$ cat config.mk
export PLATFORM = sky130hd
export DESIGN_NAME = apa102_frame_tx
export DESIGN_NICKNAME = d
export VERILOG_FILES = /design/src/rtl/apa102_frame_tx.sv
export SDC_FILE = /design/constraint.sdc
export NUM_CORES = 1
export LEC_CHECK = 0
export CELL_PAD_IN_SITES_DETAIL_PLACEMENT = 0
export CELL_PAD_IN_SITES_GLOBAL_PLACEMENT = 1
export CORE_UTILIZATION = 38
export DETAILED_ROUTE_END_ITERATION = 12
export HOLD_SLACK_MARGIN = 0.03
export PLACE_DENSITY_LB_ADDON = 0.2
export SLEW_MARGIN = 20
export SYNTH_ARGS = -nofsm -noshare
export SYNTH_HDL_FRONTEND = slang
export SYNTH_SLANG_ARGS = --single-unit
$ cat constraint.sdc
create_clock -name sys_clk -period 6.2 [get_ports sys_clk]
set_clock_uncertainty 0.15 [all_clocks]
set_input_delay 0.62 -clock sys_clk [delete_from_list [all_inputs] [get_ports sys_clk]]
set_output_delay 0.62 -clock sys_clk [all_outputs]
set_load 0.02 [all_outputs]
$ cat src/rtl/apa102_frame_tx.sv
// APA102 frame serializer: streams a 32-bit start frame, eight LED words and a
// 32-bit end frame on mosi/sclk, repeating while write_data is held high.
module apa102_frame_tx #(
    parameter int         CLK_DIV    = 5,
    parameter logic [4:0] BRIGHTNESS = 5'h1F
) (
    input  logic        sys_clk,
    input  logic        rst,
    input  logic [63:0] led_r_vector,
    input  logic [63:0] led_g_vector,
    input  logic [63:0] led_b_vector,
    input  logic        write_data,
    output logic        mosi,
    output logic        sclk,
    output logic        busy,
    output logic        frame_done
);

    typedef enum logic [1:0] {
        IDLE,
        START_FRAME,
        LED_FRAME,
        END_FRAME
    } state_t;

    localparam logic [7:0] DIV_LAST = 8'(CLK_DIV - 1);

    state_t      state, state_next;
    logic [7:0]  div_cnt, div_next;
    logic [4:0]  bit_idx, bit_next;
    logic [3:0]  word_idx, word_next;
    logic        sclk_next, mosi_next, busy_next, done_next;
    logic        load, advance;
    logic [31:0] word_val;
    logic [63:0] shadow_r, shadow_g, shadow_b;

    // Next-state logic: word 0 is the start frame, words 1..8 the LEDs, word 9
    // the end frame. mosi is registered and only updated when a low phase begins.
    always_comb begin
        state_next = state;
        div_next   = div_cnt;
        bit_next   = bit_idx;
        word_next  = word_idx;
        sclk_next  = sclk;
        mosi_next  = mosi;
        busy_next  = busy;
        done_next  = 1'b0;
        load       = 1'b0;
        advance    = 1'b0;
        word_val   = '0;

        case (state)
            IDLE: begin
                sclk_next = 1'b0;
                mosi_next = 1'b0;
                busy_next = 1'b0;
                div_next  = '0;
                bit_next  = '0;
                word_next = '0;
                if (write_data) begin
                    load       = 1'b1;
                    state_next = START_FRAME;
                    busy_next  = 1'b1;
                end
            end
            default: begin
                if (div_cnt == DIV_LAST) begin
                    div_next = '0;
                    if (!sclk) begin
                        sclk_next = 1'b1;
                    end else begin
                        sclk_next = 1'b0;
                        if (bit_idx == 5'd31 && word_idx == 4'd9) begin
                            state_next = IDLE;
                            busy_next  = 1'b0;
                            done_next  = 1'b1;
                            mosi_next  = 1'b0;
                            bit_next   = '0;
                            word_next  = '0;
                        end else begin
                            advance = 1'b1;
                            if (bit_idx == 5'd31) begin
                                bit_next  = '0;
                                word_next = word_idx + 4'd1;
                            end else begin
                                bit_next = bit_idx + 5'd1;
                            end
                        end
                    end
                end else begin
                    div_next = div_cnt + 8'd1;
                end
            end
        endcase

        if (word_next == 4'd9) begin
            word_val = '1;
        end
        for (int i = 0; i < 8; i++) begin
            if (word_next == 4'(i + 1)) begin
                word_val = {3'b111, BRIGHTNESS, shadow_b[8*i +: 8],
                            shadow_g[8*i +: 8], shadow_r[8*i +: 8]};
            end
        end

        if (advance) begin
            mosi_next = word_val[5'd31 - bit_next];
            if (word_next == 4'd9) begin
                state_next = END_FRAME;
            end else if (word_next != 4'd0) begin
                state_next = LED_FRAME;
            end else begin
                state_next = START_FRAME;
            end
        end
    end

    // State, counters, outputs and colour shadows; reset abandons any frame.
    always_ff @(posedge sys_clk or posedge rst) begin
        if (rst) begin
            state      <= IDLE;
            div_cnt    <= '0;
            bit_idx    <= '0;
            word_idx   <= '0;
            sclk       <= 1'b0;
            mosi       <= 1'b0;
            busy       <= 1'b0;
            frame_done <= 1'b0;
            shadow_r   <= '0;
            shadow_g   <= '0;
            shadow_b   <= '0;
        end else begin
            state      <= state_next;
            div_cnt    <= div_next;
            bit_idx    <= bit_next;
            word_idx   <= word_next;
            sclk       <= sclk_next;
            mosi       <= mosi_next;
            busy       <= busy_next;
            frame_done <= done_next;
            if (load) begin
                shadow_r <= led_r_vector;
                shadow_g <= led_g_vector;
                shadow_b <= led_b_vector;
            end
        end
    end

endmodule

==> metrics.txt, run 1 <==
outcome=completed; full die area=~28,000 um^2; global-route wire length before repair=47,700 um; final slew viol count=0; slowest library cell on the worst path=nor4b_2; hpwl dp=about 22,000 um; Worst Path Max Fanout=12; worst skew pair latency=530 ps; required time of the critical path=6460 ps; Net Count, Synth=1,076; RSZ-0062 raised after global routing=false; largest cells by area after synthesis=dfrtp_1, mux2_2, nor2_1, a21oi_1, nand2_1; Die Height=167 um; global route total overflow=0; critical path class=register to register; Placeable Area=26,900 um^2; initial antenna violation count=0; synth warn=0; layout cells sized above 1=0.260; crit path DAT=between 5000 and 6000 ps; largest net degree at the start of global routing=166; Setup-failing EPs final=0; Worst Setup Start Kind=register; H-tree lvl count=1; vias in the first global route=8,081; static leakage=around 6 nW; setup TNS=0 ps; Critical Path Start=div_cnt[3]; CP Capture Type=register; drt drc=0; Antenna diodes=0; clock buffer count from CTS=25; Syn Area/Cell=11.9 um^2; gpl congestion=0.831; IO Pins=199; CTS hold repair buffers=0; Slew @ Worst Pin=between 1000 and 1500 ps; Min-Delay Path Class=register to register; Post-Route WL=30,700 um; relative slew slack=0.285; post-synthesis cell type count=78; Final #Nets=~1.3k; CTS resizes=0; fin crit share=0.823; max_cap viols=0; setup repair bufs after CTS=0; post-synth top area cell=dfrtp_1; fraction of registers with async set/reset=1.00; post-synthesis sequential area ratio=0.517; Horiz. Die Dim=~170 um; clk sink count=215; initial DRC count=538; flop-to-flop setup slack=about 1100 ps; DRT Pass-1 Iters=5; Initial Utilization=0.387; Post-synth EDFFs=0; Worst-path clk slew=60 ps; post-synth top area share=0.517; synthesized cell area=10,400 um^2; vias=7,806; CTS Root Cell=clkbuf_16; worst vdd ir=0.000173 V; Port Buffers=198; CP Cell Sequence=nor4b_2, a41oi_1, nand3_1, inv_1, nand3_1, nor2_1, a221oi_1, nor2_1, a2111oi_0, o2111a_1, and4b_1; routed len/inst=21.6 um; Row Count=60; Synth Instances=874; Power Dens Cells=225 nW/um^2; gr usage total=0.222; Post-synth top flop=dfrtp_1; FF-to-FF End=mosi; Max clock buf depth=3; Period minus WS final=around 5100 ps; Critical Path Sink=mosi; Hold Vio Cnt, Final=0; fin util=0.506; Layout area overhead=30.6%; CTS tree=done; R2R cell count=11; DR vias/cell=5.50; flops & latches, synth=215; reg-to-reg critical path startpoint=div_cnt[3]; slowest cell delay on critical path=930 ps; final antenna-violating net count=0; fmax=196 MHz
-- routing by layer --
metal,vias to the layer above,GRT usage,share of wire
met4,0,0.0566,0.023
met1,3889,0.309,0.45
met5,-,0,0
met3,41,0.0343,0.055
met2,252,0.361,0.47
li1,3624,-,-
-- cell type report --
class                      instances  area (um^2)
clock buffer                      38          774
clock inverter                     7         70.1
tap                              341          427
inverter                          11         57.6
timing repair buffer             215         2130
multi-input combinational        593         4750
fill                            2450        13300
sequential                       215         5380
-- worst min-delay path by stage --
stage	from	to	slack (ps)	cells after the start
2_1_floorplan	state[1]	state[1]	310	2
3_3_place_gp	shadow_r[23]	shadow_r[23]	340	1
3_5_place_dp	shadow_r[23]	shadow_r[23]	340	1
4_1_cts	shadow_r[23]	shadow_r[23]	360	1
5_1_grt	shadow_r[23]	shadow_r[23]	370	1
6_report	shadow_r[23]	shadow_r[23]	350	1
-- critical path: cells and delay by family (launching register included) --
kind | cells | cell delay [ps]
AO/OA/AOI/OAI | 4 | 1520
buffers and inverters | 1 | 290
flip-flops | 1 | 430
AND/OR/NAND/NOR | 6 | 2580
-- power breakdown --
part / switching, mW / total, mW / internal, mW
logic: 0.0521 / 0.161 / 0.109
registers: 0 / 1.40 / 1.40
clock network: 0.588 / 1.49 / 0.901
-- Yosys cell counts (4+ instances only) --
cell type  instances
dfrtp_1          215
nand2_1           46
o22ai_1           23
mux2i_1            7
o21ai_0           22
nor2_1            75
nor4_1             5
a221o_1            4
and2_1             4
ha_1               7
a31oi_1            7
mux2_2           196
xor2_1             6
a21oi_1           36
o221ai_1          11
nand3_1           17
o21ai_1            7
o211ai_1          10
a211oi_1           5
buf_4              4
and3_1             9
nor3_1             8
buf_2             14
a21o_1             4
clkbuf_1          33
nand4_1            8
inv_1              9
a22oi_1            4
a221oi_1           8
-- stage by stage --
| stage | setup WS (ps) | total power [mW] | cells | area, um^2 | hold slack [ps] |
|---|---|---|---|---|---|
| 3_3_place_gp | 1390 | 1.59 | 1375 | 12800 | 336 |
| 2_1_floorplan | 2630 | 1.45 | 874 | 10400 | 315 |
| 5_1_grt | 740 | 3.16 | 1420 | 13600 | 370 |
| 6_report | 1100 | 3.05 | 1420 | 13600 | 351 |
| 4_1_cts | 1200 | 3.09 | 1420 | 13600 | 356 |
| 3_5_place_dp | 1210 | 1.59 | 1375 | 12800 | 342 |
-- logic make-up after synthesis --
kind of cell / count (synthesis) / synth area share
flip-flops: 215 / 0.517
multiplexers: 205 / 0.222
AND/OR/NAND/NOR: 195 / 0.0967
AO/OA/AOI/OAI: 177 / 0.118
buffers and inverters: 66 / 0.0303
XOR/XNOR: 9 / 0.00830
adder cells (fa/ha/maj): 7 / 0.00842
-- flip-flops by register name, summed over array words and instances, names as in the netlist --
| register | flops |
|---|---|
| shadow_g | 64 |
| mosi | 1 |
| sclk | 1 |
| bit_idx | 5 |
| word_idx | 4 |
| state | 2 |
| shadow_b | 64 |
| shadow_r | 64 |
| frame_done | 1 |
| div_cnt | 8 |
| busy | 1 |
-- cell usage in the layout, fill, tap and decap left out, types with 9 or more instances in the layout --
| cell type | instances |
|---|---|
| nand3_1 | 17 |
| clkbuf_8 | 10 |
| a21oi_1 | 36 |
| clkdlybuf4s50_1 | 198 |
| nand2_1 | 46 |
| clkbuf_16 | 25 |
| o221ai_1 | 11 |
| nor2_1 | 75 |
| dfrtp_1 | 215 |
| buf_4 | 15 |
| o211ai_1 | 10 |
| and3_1 | 9 |
| mux2_2 | 196 |
| o22ai_1 | 23 |
| o21ai_0 | 22 |
No activity file was read; power rests on OpenSTA's default activity.
==> run 2, diff against run 1 <==
--- a/config.mk
+++ b/config.mk
@@ -7,7 +7,7 @@
 export LEC_CHECK = 0
 export CELL_PAD_IN_SITES_DETAIL_PLACEMENT = 0
 export CELL_PAD_IN_SITES_GLOBAL_PLACEMENT = 1
-export CORE_UTILIZATION = 38
+export CORE_UTILIZATION = 42
 export DETAILED_ROUTE_END_ITERATION = 12
 export HOLD_SLACK_MARGIN = 0.03
 export PLACE_DENSITY_LB_ADDON = 0.2
==> constraint.sdc (replaced) <==
create_clock -name sys_clk -period 5 [get_ports sys_clk]
set_clock_uncertainty 0.15 [all_clocks]
set_input_delay 0.5 -clock sys_clk [delete_from_list [all_inputs] [get_ports sys_clk]]
set_output_delay 0.5 -clock sys_clk [all_outputs]
set_load 0.02 [all_outputs]
==> metrics.txt, run 2 (synthesis results as in run 1) <==
outcome=completed; clock buffer count from CTS=24 (-4.0%); CTS resizes=0 (unchanged); Period minus WS final=4320 ps (-787 ps); slowest library cell on the worst path=dfrtp_1; fmax=232 MHz (+18%); required time of the critical path=5260 ps (-1200 ps); CP Cell Sequence=ha_1, and3_1, ha_1, and4b_1, a41oi_1, nand3_1, buf_4, nor3_1, buf_4, nand2_1, o2111a_1, nor4_1, o2111a_1, and4b_1; Placeable Area=24,300 um^2 (-9.5%); commonest non-fill, non-tap cell in the layout=dfrtp_1; hold_sp=state[1]; Slew @ Worst Pin=855 ps (-211 ps); buffer and inverter count on the worst path=2 (+1); WHS Endpoint=state[1]; final worst slack=684 ps (-413 ps); reg-to-reg critical path startpoint=bit_idx[0]; CTS hold repair buffers=0 (unchanged); Max clock buf depth=3 (unchanged); Row Count=57 (-5.0%); clk sink count=215 (unchanged); RSZ-0062 raised after global routing=false; final hold slack=350 ps (-0.660 ps); CTS tree=done; Setup-failing EPs final=0 (unchanged); hold path depth=2 (+1); static leakage=6.06 nW (+0.11%); initial DRC count=590 (+9.7%); hpwl dp=22,200 um (+1.2%); biggest regs=shadow_b (64), shadow_g (64), shadow_r (64); DRT Pass-1 Iters=5 (unchanged); global-route wire length before repair=47,500 um (-0.53%); relative slew slack=0.424 (+0.138); # fillers=2,105 (-14%); setup TNS=0 ps (unchanged); gr usage total=0.242 (+0.0200); fin util=0.557 (+0.0515); drt drc=0 (unchanged); Seq. cell area=5380 um^2 (unchanged); initial antenna violation count=0 (unchanged); final slew viol count=0 (unchanged); IO Pins=199 (unchanged); worst skew pair latency=520 ps (about the same); Post-Route WL=30,200 um (-1.5%); R2R cell count=14 (+3); critical path class=register to register; DR vias/cell=5.63 (+2.4%); full die area=25,400 um^2 (-9.4%); Final #Nets=1,274 (+0.87%); Horiz. Die Dim=159 um (-4.8%); CP top delay family=simple AND/OR/NAND/NOR gates; global route total overflow=0 (unchanged); final antenna-violating net count=0 (unchanged); Post-DP Area=12,800 um^2 (+0.43%); Worst Setup Start Kind=register; Layout area overhead=30.3%; most frequent cells in the layout=dfrtp_1, clkdlybuf4s50_1, mux2_2; Hold Vio Cnt, Final=0 (unchanged); fin crit share=0.863 (+0.0402); Min-Delay Path Class=register to register; Worst-path clk slew=60 ps (about the same); Antenna diodes=0 (unchanged); FF-to-FF End=mosi; worst vdd ir=0.000218 V (+26%); Die Height=159 um (-4.8%); slowest cell delay on critical path=420 ps (-510 ps); max_cap viols=0 (unchanged); gpl congestion=0.843 (+1.5%); crit path DAT=4580 ps (-780 ps); flop-to-flop setup slack=680 ps (-410 ps); Layout Cell Area excl Fill=13,600 um^2 (-0.29%); layout cells sized above 1=0.265 (+0.00477); Power Dens Cells=268 nW/um^2 (+19%); vias in the first global route=8,255 (+2.2%); pre-CTS setup slack=734 ps (-478 ps); CTS Root Cell=clkbuf_16; Port Buffers=198 (unchanged); H-tree lvl count=1 (unchanged); setup repair bufs after CTS=0 (unchanged); footprint of the multi-input gates=4740 um^2 (-0.29%); CP Capture Type=register; Initial Utilization=0.428 (+0.0407); vias=7,938 (+1.7%); largest net degree at the start of global routing=115 (-31%); routed len/inst=21.4 um (-0.75%); Worst Path Max Fanout=8 (-4)
-- run 2: per-stage QoR --
stage	instances	power, mW
3_5_place_dp	1370	1.98
4_1_cts	1410	3.66
6_report	1410	3.63
2_1_floorplan	874	1.80
5_1_grt	1410	3.73
3_3_place_gp	1370	1.98
-- run 2: metal layers --
layer	part of all wire	wire [um]	up-vias	global-route usage
met5	0	0	-	0
met4	0.024	721	0	0.0677
met3	0.045	1350	51	0.0315
met2	0.49	14800	259	0.403
met1	0.44	13400	3985	0.331
li1	-	-	3643	-
-- run 2: how the worst max path moves through the flow --
stage,start,end,slack [ps],cells past startpoint
5_1_grt,bit_idx[0],mosi,360,14
2_1_floorplan,bit_idx[0],mosi,1500,15
3_5_place_dp,bit_idx[0],mosi,730,14
4_1_cts,bit_idx[0],mosi,720,14
6_report,bit_idx[0],mosi,680,14
3_3_place_gp,bit_idx[0],mosi,840,14
-- run 2: where the power goes --
group | total, mW | internal [mW] | switching [mW]
sequential | 1.74 | 1.74 | 0
clock | 1.69 | 0.974 | 0.711
combinational | 0.201 | 0.136 | 0.0652
total | 3.63 | 2.85 | 0.777
-- run 2: worst register-to-register path, stage by stage, from the launching register on --
cell and delay [ps]:
dfrtp_1 420, ha_1 240, and3_1 210, ha_1 260, and4b_1 270, a41oi_1 320, nand3_1 320, buf_4 270
nor3_1 280, buf_4 220, nand2_1 250, o2111a_1 250, nor4_1 250, o2111a_1 290, and4b_1 200
-- run 2: area by class of cell --
cell class | instances | area share
Clock buffer | 29 | 0.0479
Clock inverter | 11 | 0.00738
Inverter | 11 | 0.00425
Multi-Input combinational cell | 593 | 0.350
Sequential cell | 215 | 0.397
Tap cell | 324 | 0.0299
Timing Repair Buffer | 227 | 0.164
